==> config.mk <==
export PLATFORM = sky130hd
export DESIGN_NAME = mult_div_unit
export DESIGN_NICKNAME = d
export VERILOG_FILES = /design/src/rtl/mult_div_unit_pkg.sv /design/src/rtl/mult_div_unit_datapath.sv /design/src/rtl/mult_div_unit.sv
export SDC_FILE = /design/constraint.sdc
export NUM_CORES = 1
export LEC_CHECK = 0
export ABC_AREA = 1
export CORE_UTILIZATION = 25
export DETAILED_ROUTE_END_ITERATION = 12
export GPL_ROUTABILITY_DRIVEN = 0
export GPL_TIMING_DRIVEN = 0
export PLACE_DENSITY = 0.46
export SLEW_MARGIN = 20
export SYNTH_ARGS = -nofsm -noshare
export SYNTH_HDL_FRONTEND = slang
export SYNTH_SLANG_ARGS = --single-unit
==> constraint.sdc <==
create_clock -name i_clk -period 2.34 [get_ports i_clk]
set_input_delay 0.234 -clock i_clk [delete_from_list [all_inputs] [get_ports i_clk]]
set_output_delay 0.234 -clock i_clk [all_outputs]
set_load 0.01 [all_outputs]
==> src/rtl/mult_div_unit_pkg.sv <==
// Shared definitions for the multiply/divide unit.
//   - MDU_* : i_op encodings (MULT, MULTU, DIV, DIVU)
//   - state_e : FSM states of the top level
//   - MDU_DATA_W : default operand / HI / LO width
package mult_div_unit_pkg;

  localparam int MDU_DATA_W = 32;

  localparam logic [1:0] MDU_MULT  = 2'b00;
  localparam logic [1:0] MDU_MULTU = 2'b01;
  localparam logic [1:0] MDU_DIV   = 2'b10;
  localparam logic [1:0] MDU_DIVU  = 2'b11;

  typedef enum logic [1:0] {
    ST_IDLE = 2'd0,
    ST_CALC = 2'd1,
    ST_FIX  = 2'd2
  } state_e;

endpackage

==> src/rtl/mult_div_unit_datapath.sv <==
// Iterative datapath shared by multiply and divide.
// Holds a 2*DATA_W working register:
//   multiply : {partial product, multiplier bits not yet consumed}
//   divide   : {partial remainder, dividend bits / quotient bits}
// Ports:
//   i_clk, i_rst : clock, synchronous active-high reset
//   i_load       : load i_a into the low half, clear the high half
//   i_step       : perform one iteration
//   i_is_div     : 1 = restoring divide step, 0 = shift-add multiply step
//   i_a          : multiplier / dividend magnitude
//   i_b          : multiplicand / divisor magnitude
//   o_acc        : working register
module mult_div_unit_datapath #(
  parameter int DATA_W = 32
) (
  input  logic                  i_clk,
  input  logic                  i_rst,
  input  logic                  i_load,
  input  logic                  i_step,
  input  logic                  i_is_div,
  input  logic [DATA_W-1:0]     i_a,
  input  logic [DATA_W-1:0]     i_b,
  output logic [2*DATA_W-1:0]   o_acc
);

  logic [2*DATA_W-1:0] acc_q, acc_d;
  logic [DATA_W:0]     add_sum;
  logic [DATA_W:0]     sub_diff;

  always_comb begin
    // Multiply: add multiplicand into the upper half when the current
    // multiplier bit is set; the carry becomes the new top bit after shifting.
    add_sum  = {1'b0, acc_q[2*DATA_W-1:DATA_W]}
             + {1'b0, (acc_q[0] ? i_b : {DATA_W{1'b0}})};
    // Divide: trial subtract from the remainder shifted left by one with the
    // next dividend bit. A set top bit means the trial went negative.
    sub_diff = acc_q[2*DATA_W-1:DATA_W-1] - {1'b0, i_b};

    acc_d = acc_q;
    if (i_load) begin
      acc_d = {{DATA_W{1'b0}}, i_a};
    end else if (i_step) begin
      if (i_is_div) begin
        if (sub_diff[DATA_W]) acc_d = {acc_q[2*DATA_W-2:0], 1'b0};
        else                  acc_d = {sub_diff[DATA_W-1:0], acc_q[DATA_W-2:0], 1'b1};
      end else begin
        acc_d = {add_sum, acc_q[DATA_W-1:1]};
      end
    end
  end

  always_ff @(posedge i_clk) begin
    if (i_rst) acc_q <= '0;
    else       acc_q <= acc_d;
  end

  assign o_acc = acc_q;

endmodule

==> src/rtl/mult_div_unit.sv <==
// Iterative MULT/MULTU/DIV/DIVU unit with private HI/LO registers.
// Operands come straight from register-file read data; HI/LO feed writeback
// for MFHI/MFLO. Signed ops run on magnitudes and are sign-fixed at the end.
// Ports:
//   i_clk, i_rst       : clock, synchronous active-high reset
//   i_start, i_op      : start request (accepted only when idle) and opcode
//   i_rs_data          : multiplicand / dividend, also MTHI/MTLO source
//   i_rt_data          : multiplier / divisor
//   i_mthi, i_mtlo     : write i_rs_data into HI / LO when idle
//   o_busy             : operation in progress (34 cycles)
//   o_done             : one-cycle pulse when HI/LO take a new result
//   o_hi, o_lo         : HI / LO registers
module mult_div_unit
  import mult_div_unit_pkg::*;
#(
  parameter int DATA_W = MDU_DATA_W,
  parameter int CNT_W  = 6
) (
  input  logic              i_clk,
  input  logic              i_rst,
  input  logic              i_start,
  input  logic [1:0]        i_op,
  input  logic [DATA_W-1:0] i_rs_data,
  input  logic [DATA_W-1:0] i_rt_data,
  input  logic              i_mthi,
  input  logic              i_mtlo,
  output logic              o_busy,
  output logic              o_done,
  output logic [DATA_W-1:0] o_hi,
  output logic [DATA_W-1:0] o_lo
);

  state_e              state_q;
  logic [CNT_W-1:0]    cnt_q;
  logic                ld_q;
  logic                is_div_q, neg_res_q, neg_rem_q, dz_q;
  logic [DATA_W-1:0]   rs_q, a_q, b_q;
  logic [DATA_W-1:0]   hi_q, lo_q;
  logic                busy_q, done_q;

  // Decode of the incoming request
  logic                is_div, is_signed, rs_neg, rt_neg;
  logic [DATA_W-1:0]   a_mag, b_mag;

  always_comb begin
    is_div    = (i_op == MDU_DIV) || (i_op == MDU_DIVU);
    is_signed = (i_op == MDU_MULT) || (i_op == MDU_DIV);
    rs_neg    = is_signed & i_rs_data[DATA_W-1];
    rt_neg    = is_signed & i_rt_data[DATA_W-1];
    // The most negative value is its own two's-complement, which is exactly
    // its magnitude when read as unsigned.
    a_mag     = rs_neg ? -i_rs_data : i_rs_data;
    b_mag     = rt_neg ? -i_rt_data : i_rt_data;
  end

  // Datapath: loaded on the first CALC cycle from the latched magnitudes,
  // then DATA_W iterations.
  logic [2*DATA_W-1:0] acc;
  logic                dp_step;

  assign dp_step = (state_q == ST_CALC) && !ld_q;

  mult_div_unit_datapath #(.DATA_W(DATA_W)) u_dp (
    .i_clk    (i_clk),
    .i_rst    (i_rst),
    .i_load   (ld_q),
    .i_step   (dp_step),
    .i_is_div (is_div_q),
    .i_a      (a_q),
    .i_b      (b_q),
    .o_acc    (acc)
  );

  // Sign fix-up of the raw magnitude result
  logic [2*DATA_W-1:0] prod;
  logic [DATA_W-1:0]   fix_hi, fix_lo;

  always_comb begin
    prod   = neg_res_q ? -acc : acc;
    fix_hi = prod[2*DATA_W-1:DATA_W];
    fix_lo = prod[DATA_W-1:0];
    if (is_div_q) begin
      if (dz_q) begin
        // Divide by zero: no trap, fixed result pattern
        fix_hi = rs_q;
        fix_lo = '1;
      end else begin
        fix_lo = neg_res_q ? -acc[DATA_W-1:0] : acc[DATA_W-1:0];
        fix_hi = neg_rem_q ? -acc[2*DATA_W-1:DATA_W] : acc[2*DATA_W-1:DATA_W];
      end
    end
  end

  always_ff @(posedge i_clk) begin
    if (i_rst) begin
      state_q   <= ST_IDLE;
      cnt_q     <= '0;
      ld_q      <= 1'b0;
      is_div_q  <= 1'b0;
      neg_res_q <= 1'b0;
      neg_rem_q <= 1'b0;
      dz_q      <= 1'b0;
      rs_q      <= '0;
      a_q       <= '0;
      b_q       <= '0;
      hi_q      <= '0;
      lo_q      <= '0;
      busy_q    <= 1'b0;
      done_q    <= 1'b0;
    end else begin
      done_q <= 1'b0;
      ld_q   <= 1'b0;
      case (state_q)
        ST_IDLE: begin
          if (i_start) begin
            is_div_q  <= is_div;
            neg_res_q <= rs_neg ^ rt_neg;
            neg_rem_q <= rs_neg;
            dz_q      <= is_div && (i_rt_data == '0);
            rs_q      <= i_rs_data;
            a_q       <= a_mag;
            b_q       <= b_mag;
            cnt_q     <= '0;
            ld_q      <= 1'b1;
            busy_q    <= 1'b1;
            state_q   <= ST_CALC;
          end else begin
            if (i_mthi) hi_q <= i_rs_data;
            if (i_mtlo) lo_q <= i_rs_data;
          end
        end
        ST_CALC: begin
          if (!ld_q) begin
            if (cnt_q == CNT_W'(DATA_W-1)) state_q <= ST_FIX;
            else                           cnt_q   <= cnt_q + CNT_W'(1);
          end
        end
        ST_FIX: begin
          hi_q    <= fix_hi;
          lo_q    <= fix_lo;
          busy_q  <= 1'b0;
          done_q  <= 1'b1;
          state_q <= ST_IDLE;
        end
        default: state_q <= ST_IDLE;
      endcase
    end
  end

  assign o_busy = busy_q;
  assign o_done = done_q;
  assign o_hi   = hi_q;
  assign o_lo   = lo_q;

endmodule

==> results.py, run 1 <==
metrics = {
    "outcome": {
        "status": "complete, but fails checks",
        "failing_checks": "negative setup slack",
    },
    "timing": {
        "timing.final.ws_setup_ps": -135.6,
        "post-route-min-period_ps": 2476,
        "maxClockFrequency_ghz": 0.4039,
        "setup_viol": 28,
        "rsz0062_at_grt": "yes",
        "finalCritPeriodShare": 1.058,
        "worstMarginPinSlew_ps": 1064,
        "max_slew_margin": 0.2908,
        "fin_worst_skew_ps": 25.26,
        "final-hold-violation-count": 0,
        "final-max-slew-violation-count": 0,
    },
    "setup_path": {
        "critPathMaxFanout": 9,
        "end_kind": "flip-flop",
        "worst-r2r-cell-count": 16,
        "critical_path.startpoint_type": "flip-flop",
        "r2r-start": "u_dp.o_acc[0]$_SDFFE_PP0P_",
        "critical_path_buf_inv_count": 4,
        "critical_path.slowest_cell": "sky130_fd_sc_hd__dfxtp_2",
        "crit_path_max_incr_delay_ps": 340,
        "crit_path_class": "flip-flop to flip-flop",
        "rrSetupSlack_ps": -140,
        "reg2reg_to": "u_dp.o_acc[63]$_SDFFE_PP0P_",
        "cp_common_cell": "sky130_fd_sc_hd__nand2_2",
        "critical_path_cell_sequence": "buf_12 > clkbuf_16 > nand2_2 > inv_1 > ha_4 > nand2_4 > inv_1 > a21oi_2 > a21boi_4 > nand3_2 > nand3_2 > nand2_2 > nand2_2 > nand2_2 > nor2_4 > nor2_1",
        "required_time_at_the_worst_slack_endpoint_ps": 2840,
        "worst_path_dominant_cell_family": "simple AND/OR/NAND/NOR gates",
        "worstPathArrival_ps": 2970,
    },
    "floorplanning": {
        "row_count": 104,
        "area_enclosed_by_the_die_boundary_sq_um": 82330,
        "die_y_um": 286.9,
        "floorplan.initialDensity": 0.2524,
        "fp.dieW_um": 286.9,
        "placeableCoreArea_sq_um": 80420,
        "io-pin-count": 137,
    },
    "final_layout": {
        "commonest_non_fill_non_tap_cell_in_the_layout": "sky130_fd_sc_hd__nand2_1",
        "layout-drive-gt1-share": 0.1701,
        "finalInstanceArea_sq_um": 26990,
        "layout_common_cells": "sky130_fd_sc_hd__nand2_1, sky130_fd_sc_hd__inv_1, sky130_fd_sc_hd__nor2_1, sky130_fd_sc_hd__o21ai_0, sky130_fd_sc_hd__a21oi_1",
        "fin_util": 0.3356,
        "layout.nets": 4011,
        "area_delta_synth_final_pct": 32.96,
        "n_antenna_cell": 0,
        "fin_cells": 4952,
    },
    "global_routing": {
        "grt_remaining_overflow": 0,
        "grt_start_max_net_pins": 17,
        "via_count_of_the_first_global_routing_pass": 23460,
        "grt.total_usage": 0.2692,
        "grt_antenna_before_repair": 1,
        "first_pass_grt_wire_length_mm": 162.9,
    },
    "worst_hold_path": {
        "hold_startpoint": "i_rt_data[0]",
        "worstHoldEndpoint": "b_q[0]$_SDFFE_PP0P_",
        "worstHoldPathCells": 3,
        "hold_path_class": "input pin to flip-flop",
    },
    "power_and_ir_drop": {
        "final_total_pwr_mw": 18.02,
        "power.leakage_nw": 12.81,
        "power.density_nw_per_um2": 667.7,
        "vdd_drop_max_mv": 0.6317,
    },
    "detailed_routing": {
        "vias_per_cell": 5.195,
        "route.antenna.remaining_nets": 0,
        "drt_wl_total_mm": 115.1,
        "routed-wl-met3_mm": 11.64,
        "wl_met2_mm": 48.70,
        "highest_layer": "met5",
        "post_drt_wl_per_cell_um": 23.24,
        "vias": 25730,
        "drt_iter0_drc": 3185,
        "post-route-drc-count": 0,
        "first_pass_iters": 6,
        "met1Wirelength_mm": 50.61,
    },
    "clock_network": {
        "clock_tree_from_tritoncts": "yes",
        "cts_buffers": 31,
        "clk_pin_slew_worst_paths_ps": 60,
        "cts.sink_count": 238,
        "clk-insertion-delay-late_ps": 630,
        "root_buffer": "sky130_fd_sc_hd__clkbuf_16",
        "clockBufferDepth": 3,
        "h-tree-depth": 1,
    },
    "logic_synthesis": {
        "number_of_synthesized_flops_with_an_enable_pin": 0,
        "sequential_share_of_the_synthesized_area": 0.2347,
        "synthArstFlopShare": 0,
        "synth.yosys.warnings": 0,
        "post_synth_instance_area_sq_um": 20300,
        "ff_latch_count_synth": 238,
        "syn_nets": 3761,
        "dominantRegCellSynth": "sky130_fd_sc_hd__dfxtp_1",
        "post_synthesis_average_cell_area_sq_um": 5.608,
        "synth.lib_cells_used.distinct": 54,
        "netlist_instances": 3619,
    },
    "placed_design": {
        "dpl.cell_count": 4814,
        "place.port_buffers": 135,
        "place_hpwl_mm": 90.71,
        "placement.cell_area_sq_um": 22980,
    },
    "flow_run": {
        "maxCapViolations": 0,
    },
}
-- worst reg2reg max path, delay by kind of cell, from the launching register on --
kind            cells  cell delay (ps)
compound gates      2              400
fa+ha+maj           1              240
buf+inv             4              540
flops               1              340
simple gates        9              850
-- power breakdown --
part / total, mW / internal [mW] / switching, mW
Sequential: 4.89 / 4.39 / 0.505
Combinational: 7.91 / 2.69 / 5.22
Clock: 5.21 / 3.01 / 2.20
-- kinds of logic after synthesis --
kind of cell | Yosys count | share of synthesized area
adder cells (fa/ha/maj) | 71 | 0.04451
XOR/XNOR | 38 | 0.01640
buffers and inverters | 674 | 0.1286
AND/OR/NAND/NOR | 1927 | 0.3961
flip-flops | 238 | 0.2347
AO/OA/AOI/OAI | 671 | 0.1797
-- sequential cells by signal, indices dropped and copies added (netlist names), 2 cells and up --
| signal | count |
|---|---|
| u_dp.o_acc | 64 |
| a_q | 31 |
| state_q | 2 |
| b_q | 32 |
| rs_q | 32 |
| o_hi | 32 |
| cnt_q | 6 |
| o_lo | 32 |
-- layer usage --
metal | global-route usage | vias up
li1 | - | 12090
met1 | 0.3798 | 12170
met5 | 0 | -
met3 | 0.05175 | 218
met4 | 0.07965 | 2
met2 | 0.4106 | 1253
-- worst max-delay path by stage --
stage / from / to / slack, ps / cells past startpoint
floorplan: u_dp.o_acc[32]$_SDFFE_PP0P_ / u_dp.o_acc[40]$_SDFFE_PP0P_ / 6 / 17
global placement: u_dp.o_acc[0]$_SDFFE_PP0P_ / u_dp.o_acc[58]$_SDFFE_PP0P_ / -1110 / 17
detailed placement: u_dp.o_acc[0]$_SDFFE_PP0P_ / u_dp.o_acc[58]$_SDFFE_PP0P_ / -1080 / 17
CTS: u_dp.o_acc[0]$_SDFFE_PP0P_ / u_dp.o_acc[58]$_SDFFE_PP0P_ / -170 / 15
global route: u_dp.o_acc[0]$_SDFFE_PP0P_ / u_dp.o_acc[63]$_SDFFE_PP0P_ / -230 / 19
finish: u_dp.o_acc[0]$_SDFFE_PP0P_ / u_dp.o_acc[63]$_SDFFE_PP0P_ / -140 / 16
-- cell usage after synthesis, types with 31 or more instances --
| cell | n | area, sq um |
|---|---|---|
| sky130_fd_sc_hd__ha_1 | 69 | 863.3 |
| sky130_fd_sc_hd__nand3_1 | 254 | 1271 |
| sky130_fd_sc_hd__a31oi_1 | 32 | 200.2 |
| sky130_fd_sc_hd__nand4_1 | 42 | 262.8 |
| sky130_fd_sc_hd__o21ai_0 | 267 | 1336 |
| sky130_fd_sc_hd__inv_1 | 519 | 1948 |
| sky130_fd_sc_hd__dfxtp_1 | 238 | 4765 |
| sky130_fd_sc_hd__a21oi_1 | 270 | 1351 |
| sky130_fd_sc_hd__clkbuf_1 | 95 | 356.6 |
| sky130_fd_sc_hd__nor3_1 | 31 | 155.2 |
| sky130_fd_sc_hd__xor2_1 | 34 | 297.8 |
| sky130_fd_sc_hd__nor2_1 | 401 | 1505 |
| sky130_fd_sc_hd__nand2_1 | 1122 | 4212 |
-- cell type report --
cell class	instances	area, sq um
Fill cell	9060	53430
Inverter	539	2054
Clock buffer	39	845.8
Sequential cell	238	4900
Multi-Input combinational cell	2707	14890
Clock inverter	17	219.0
Timing Repair Buffer	220	2064
Tap cell	1060	1326
Buffer	132	686.9
-- through the flow --
step	setup WS (ps)	hold slack (ps)	setup TNS [ps]
6_report	-135.6	265.0	-1261
4_1_cts	-170.6	248.2	-936.9
5_1_grt	-229.8	294.4	-5848
3_3_place_gp	-1108	439.6	-44380
2_1_floorplan	5.580	365.3	0
3_5_place_dp	-1079	440.4	-45830
-- timing repair --
item                                   CTS  global route
endpoints found under the hold margin    0             0
pin swaps                               49            53
hold buffers                             0             0
cloned                                   7             0
setup endpoints to repair               85           115
buffers inserted                        57            21
resized for setup                      365           250
Power figures use the tool's default switching activity.
==> run 2: changes to the inputs <==
--- a/config.mk
+++ b/config.mk
@@ -6,6 +6,7 @@
 export NUM_CORES = 1
 export LEC_CHECK = 0
 export ABC_AREA = 1
+export CORE_ASPECT_RATIO = 2
 export CORE_UTILIZATION = 25
 export DETAILED_ROUTE_END_ITERATION = 12
 export GPL_ROUTABILITY_DRIVEN = 0
@@ -14,4 +15,5 @@
 export SLEW_MARGIN = 20
 export SYNTH_ARGS = -nofsm -noshare
 export SYNTH_HDL_FRONTEND = slang
+export SYNTH_HIERARCHICAL = 1
 export SYNTH_SLANG_ARGS = --single-unit
==> run 2 against run 1 <==
  * The flow still finishes with violations (negative setup slack)
  * Via count fell by 1.9%
  * Fmax fell by 6.3%
  * Synthesized cell count fell by 1.9%
  * Setup slack got worse by 170 ps
==> results.py, run 2 <==
metrics = {
    "floorplanning": {
        "area_enclosed_by_the_die_boundary_sq_um": 83320,
        "floorplan.initialDensity": 0.2525,
        "io-pin-count": 137,
        "fp.dieW_um": 204.6,
        "row_count": 148,
        "die_y_um": 407.2,
        "placeableCoreArea_sq_um": 81290,
    },
    "final_layout": {
        "layout-drive-gt1-share": 0.1819,
        "filler_cell_count": 9119,
        "layout.nets": 3939,
        "layout_common_cells": "sky130_fd_sc_hd__nand2_1, sky130_fd_sc_hd__inv_1, sky130_fd_sc_hd__nor2_1, sky130_fd_sc_hd__o21ai_0, sky130_fd_sc_hd__a21oi_1",
        "finalInstanceArea_sq_um": 26800,
        "commonest_non_fill_non_tap_cell_in_the_layout": "sky130_fd_sc_hd__nand2_1",
        "footprint_of_the_multi_input_gates_sq_um": 14740,
        "largest_register_ff_count": 64,
        "seqCellArea_sq_um": 4981,
        "fin_cells": 4872,
        "area_delta_synth_final_pct": 30.57,
        "fin_util": 0.3297,
    },
    "logic_synthesis": {
        "post_synthesis_average_cell_area_sq_um": 5.778,
        "synth.most_common_cell": "sky130_fd_sc_hd__nand2_1",
        "synth_largest_type_area_fraction": 0.2321,
        "yosys.area.top_type": "sky130_fd_sc_hd__dfxtp_1",
        "dominantRegCellSynth": "sky130_fd_sc_hd__dfxtp_1",
        "synthTopCellsByArea": "sky130_fd_sc_hd__dfxtp_1, sky130_fd_sc_hd__nand2_1, sky130_fd_sc_hd__inv_1",
        "synth.lib_cells_used.distinct": 63,
        "ff_latch_count_synth": 238,
        "post_synth_instance_area_sq_um": 20520,
        "netlist_instances": 3552,
        "synth.yosys.warnings": 6,
        "synthTopCellsByCount": "sky130_fd_sc_hd__nand2_1, sky130_fd_sc_hd__inv_1, sky130_fd_sc_hd__nor2_1, sky130_fd_sc_hd__a21oi_1, sky130_fd_sc_hd__o21ai_0",
        "sequential_share_of_the_synthesized_area": 0.2321,
        "synthArstFlopShare": 0,
        "syn_nets": 3694,
        "number_of_synthesized_flops_with_an_enable_pin": 0,
    },
    "setup_path": {
        "end_kind": "flip-flop",
        "required_time_at_the_worst_slack_endpoint_ps": 2880,
        "crit_path_class": "flip-flop to flip-flop",
        "critPathMaxFanout": 6,
        "worstPathArrival_ps": 3180,
        "worstSetupStartpoint": "b_q[2]$_SDFFE_PP0P_",
        "critical_path.startpoint_type": "flip-flop",
        "r2r-start": "b_q[2]$_SDFFE_PP0P_",
    },
    "placed_design": {
        "placement.cell_area_sq_um": 23200,
        "place_hpwl_mm": 97.08,
        "dpl.cell_count": 4737,
        "dpl_worst_slack_ps": -1318,
        "place.port_buffers": 135,
    },
    "outcome": {
        "status": "complete, but fails checks",
        "failing_checks": "negative setup slack",
    },
    "power_and_ir_drop": {
        "power.leakage_nw": 12.40,
        "vdd_drop_max_mv": 0.5220,
        "power.density_nw_per_um2": 669.0,
        "final_total_pwr_mw": 17.93,
    },
    "clock_network": {
        "clock_tree_from_tritoncts": "yes",
        "h-tree-depth": 1,
        "clk-insertion-delay-late_ps": 610,
        "clk_pin_slew_worst_paths_ps": 70,
        "cts_buffers": 25,
        "root_buffer": "sky130_fd_sc_hd__clkbuf_16",
        "clockBufferDepth": 3,
        "cts.sink_count": 238,
    },
    "timing": {
        "finalSetupTns_ps": -7421,
        "setup_viol": 34,
        "timing.final.ws_setup_ps": -302.3,
        "worstMarginPinSlew_ps": 946.1,
        "rsz0062_at_grt": "yes",
        "post-route-min-period_ps": 2642,
        "maxClockFrequency_ghz": 0.3785,
        "finalCritPeriodShare": 1.129,
        "fin_worst_skew_ps": 13.48,
        "final-max-slew-violation-count": 0,
        "max_slew_margin": 0.3692,
        "timing.hold.ws_ps": 62.62,
        "final-hold-violation-count": 0,
    },
    "detailed_routing": {
        "drt_wl_total_mm": 125.2,
        "vias_per_cell": 5.181,
        "post_drt_wl_per_cell_um": 25.70,
        "post-route-drc-count": 0,
        "first_pass_iters": 5,
        "drt_iter0_drc": 1757,
        "route.antenna.remaining_nets": 0,
        "vias": 25240,
    },
    "global_routing": {
        "via_count_of_the_first_global_routing_pass": 24480,
        "grt_start_max_net_pins": 15,
        "grt_antenna_before_repair": 14,
        "grt_remaining_overflow": 0,
        "first_pass_grt_wire_length_mm": 175.4,
        "grt.total_usage": 0.2993,
    },
    "worst_hold_path": {
        "hold_startpoint": "i_rst",
        "hold_path_class": "input pin to flip-flop",
    },
    "flow_run": {
        "maxCapViolations": 0,
    },
}
## run 2: cell families after synthesis
group	after synthesis	synth area share
adders and majority gates	71	0.04401
and+or+nand+nor	1856	0.3932
xor gates and xnor gates	49	0.02091
AOI/OAI and AO/OA	681	0.1834
buffers and inverters	657	0.1264
DFF	238	0.2321
## run 2: power by group
part	switching, mW	internal [mW]
sequential	0.650	4.38
clock	2.01	2.39
combinational	5.56	2.94
## run 2: path summary, 6_finish.rpt
path,slack [ps],end,depth (start not counted)
hold / removal,60,u_dp/o_acc[1]$_SDFFE_PP0P_,2
hold reg to reg,470,rs_q[5]$_SDFFE_PP0P_,2
setup / recovery,-300,u_dp/o_acc[43]$_SDFFE_PP0P_,11
setup reg to reg,-300,u_dp/o_acc[43]$_SDFFE_PP0P_,11
## run 2: layout make-up
| type | instances | share of cell area |
|---|---|---|
| Tap cell | 1050 | 0.04902 |
| Clock inverter | 16 | 0.006957 |
| Timing Repair Buffer | 218 | 0.08119 |
| Inverter | 521 | 0.07330 |
| Clock buffer | 30 | 0.02479 |
| Antenna cell | 6 | 0.0005603 |
| Multi-Input combinational cell | 2657 | 0.5501 |
| Sequential cell | 238 | 0.1859 |
| Buffer | 136 | 0.02815 |
## run 2: per-layer routing
metal	global-route usage	wire, um
met5	0	41
met4	0.3254	16540
met3	0.05968	6995
met2	0.5249	62710
met1	0.2713	38930
## run 2: repair_timing
action / in CTS / in global routing
setup buffers: 38 / 41
resized for setup: 359 / 212
cloned: 5 / 3
pin swaps: 44 / 70
hold buffers: 0 / 0
setup endpoints to repair: 108 / 113
endpoints found under the hold margin: 0 / 0
## run 2: critical path, cell delays in order (launching register included)
cell and delay [ps]:
sky130_fd_sc_hd__dfxtp_4 460, sky130_fd_sc_hd__inv_1 80, sky130_fd_sc_hd__ha_2 360, sky130_fd_sc_hd__or2_2 310
sky130_fd_sc_hd__and2_1 240, sky130_fd_sc_hd__nand2_1 90, sky130_fd_sc_hd__nand2_1 80, sky130_fd_sc_hd__xor2_1 440
sky130_fd_sc_hd__inv_1 160, sky130_fd_sc_hd__nand2_4 110, sky130_fd_sc_hd__nand3_2 100, sky130_fd_sc_hd__a21oi_2 140
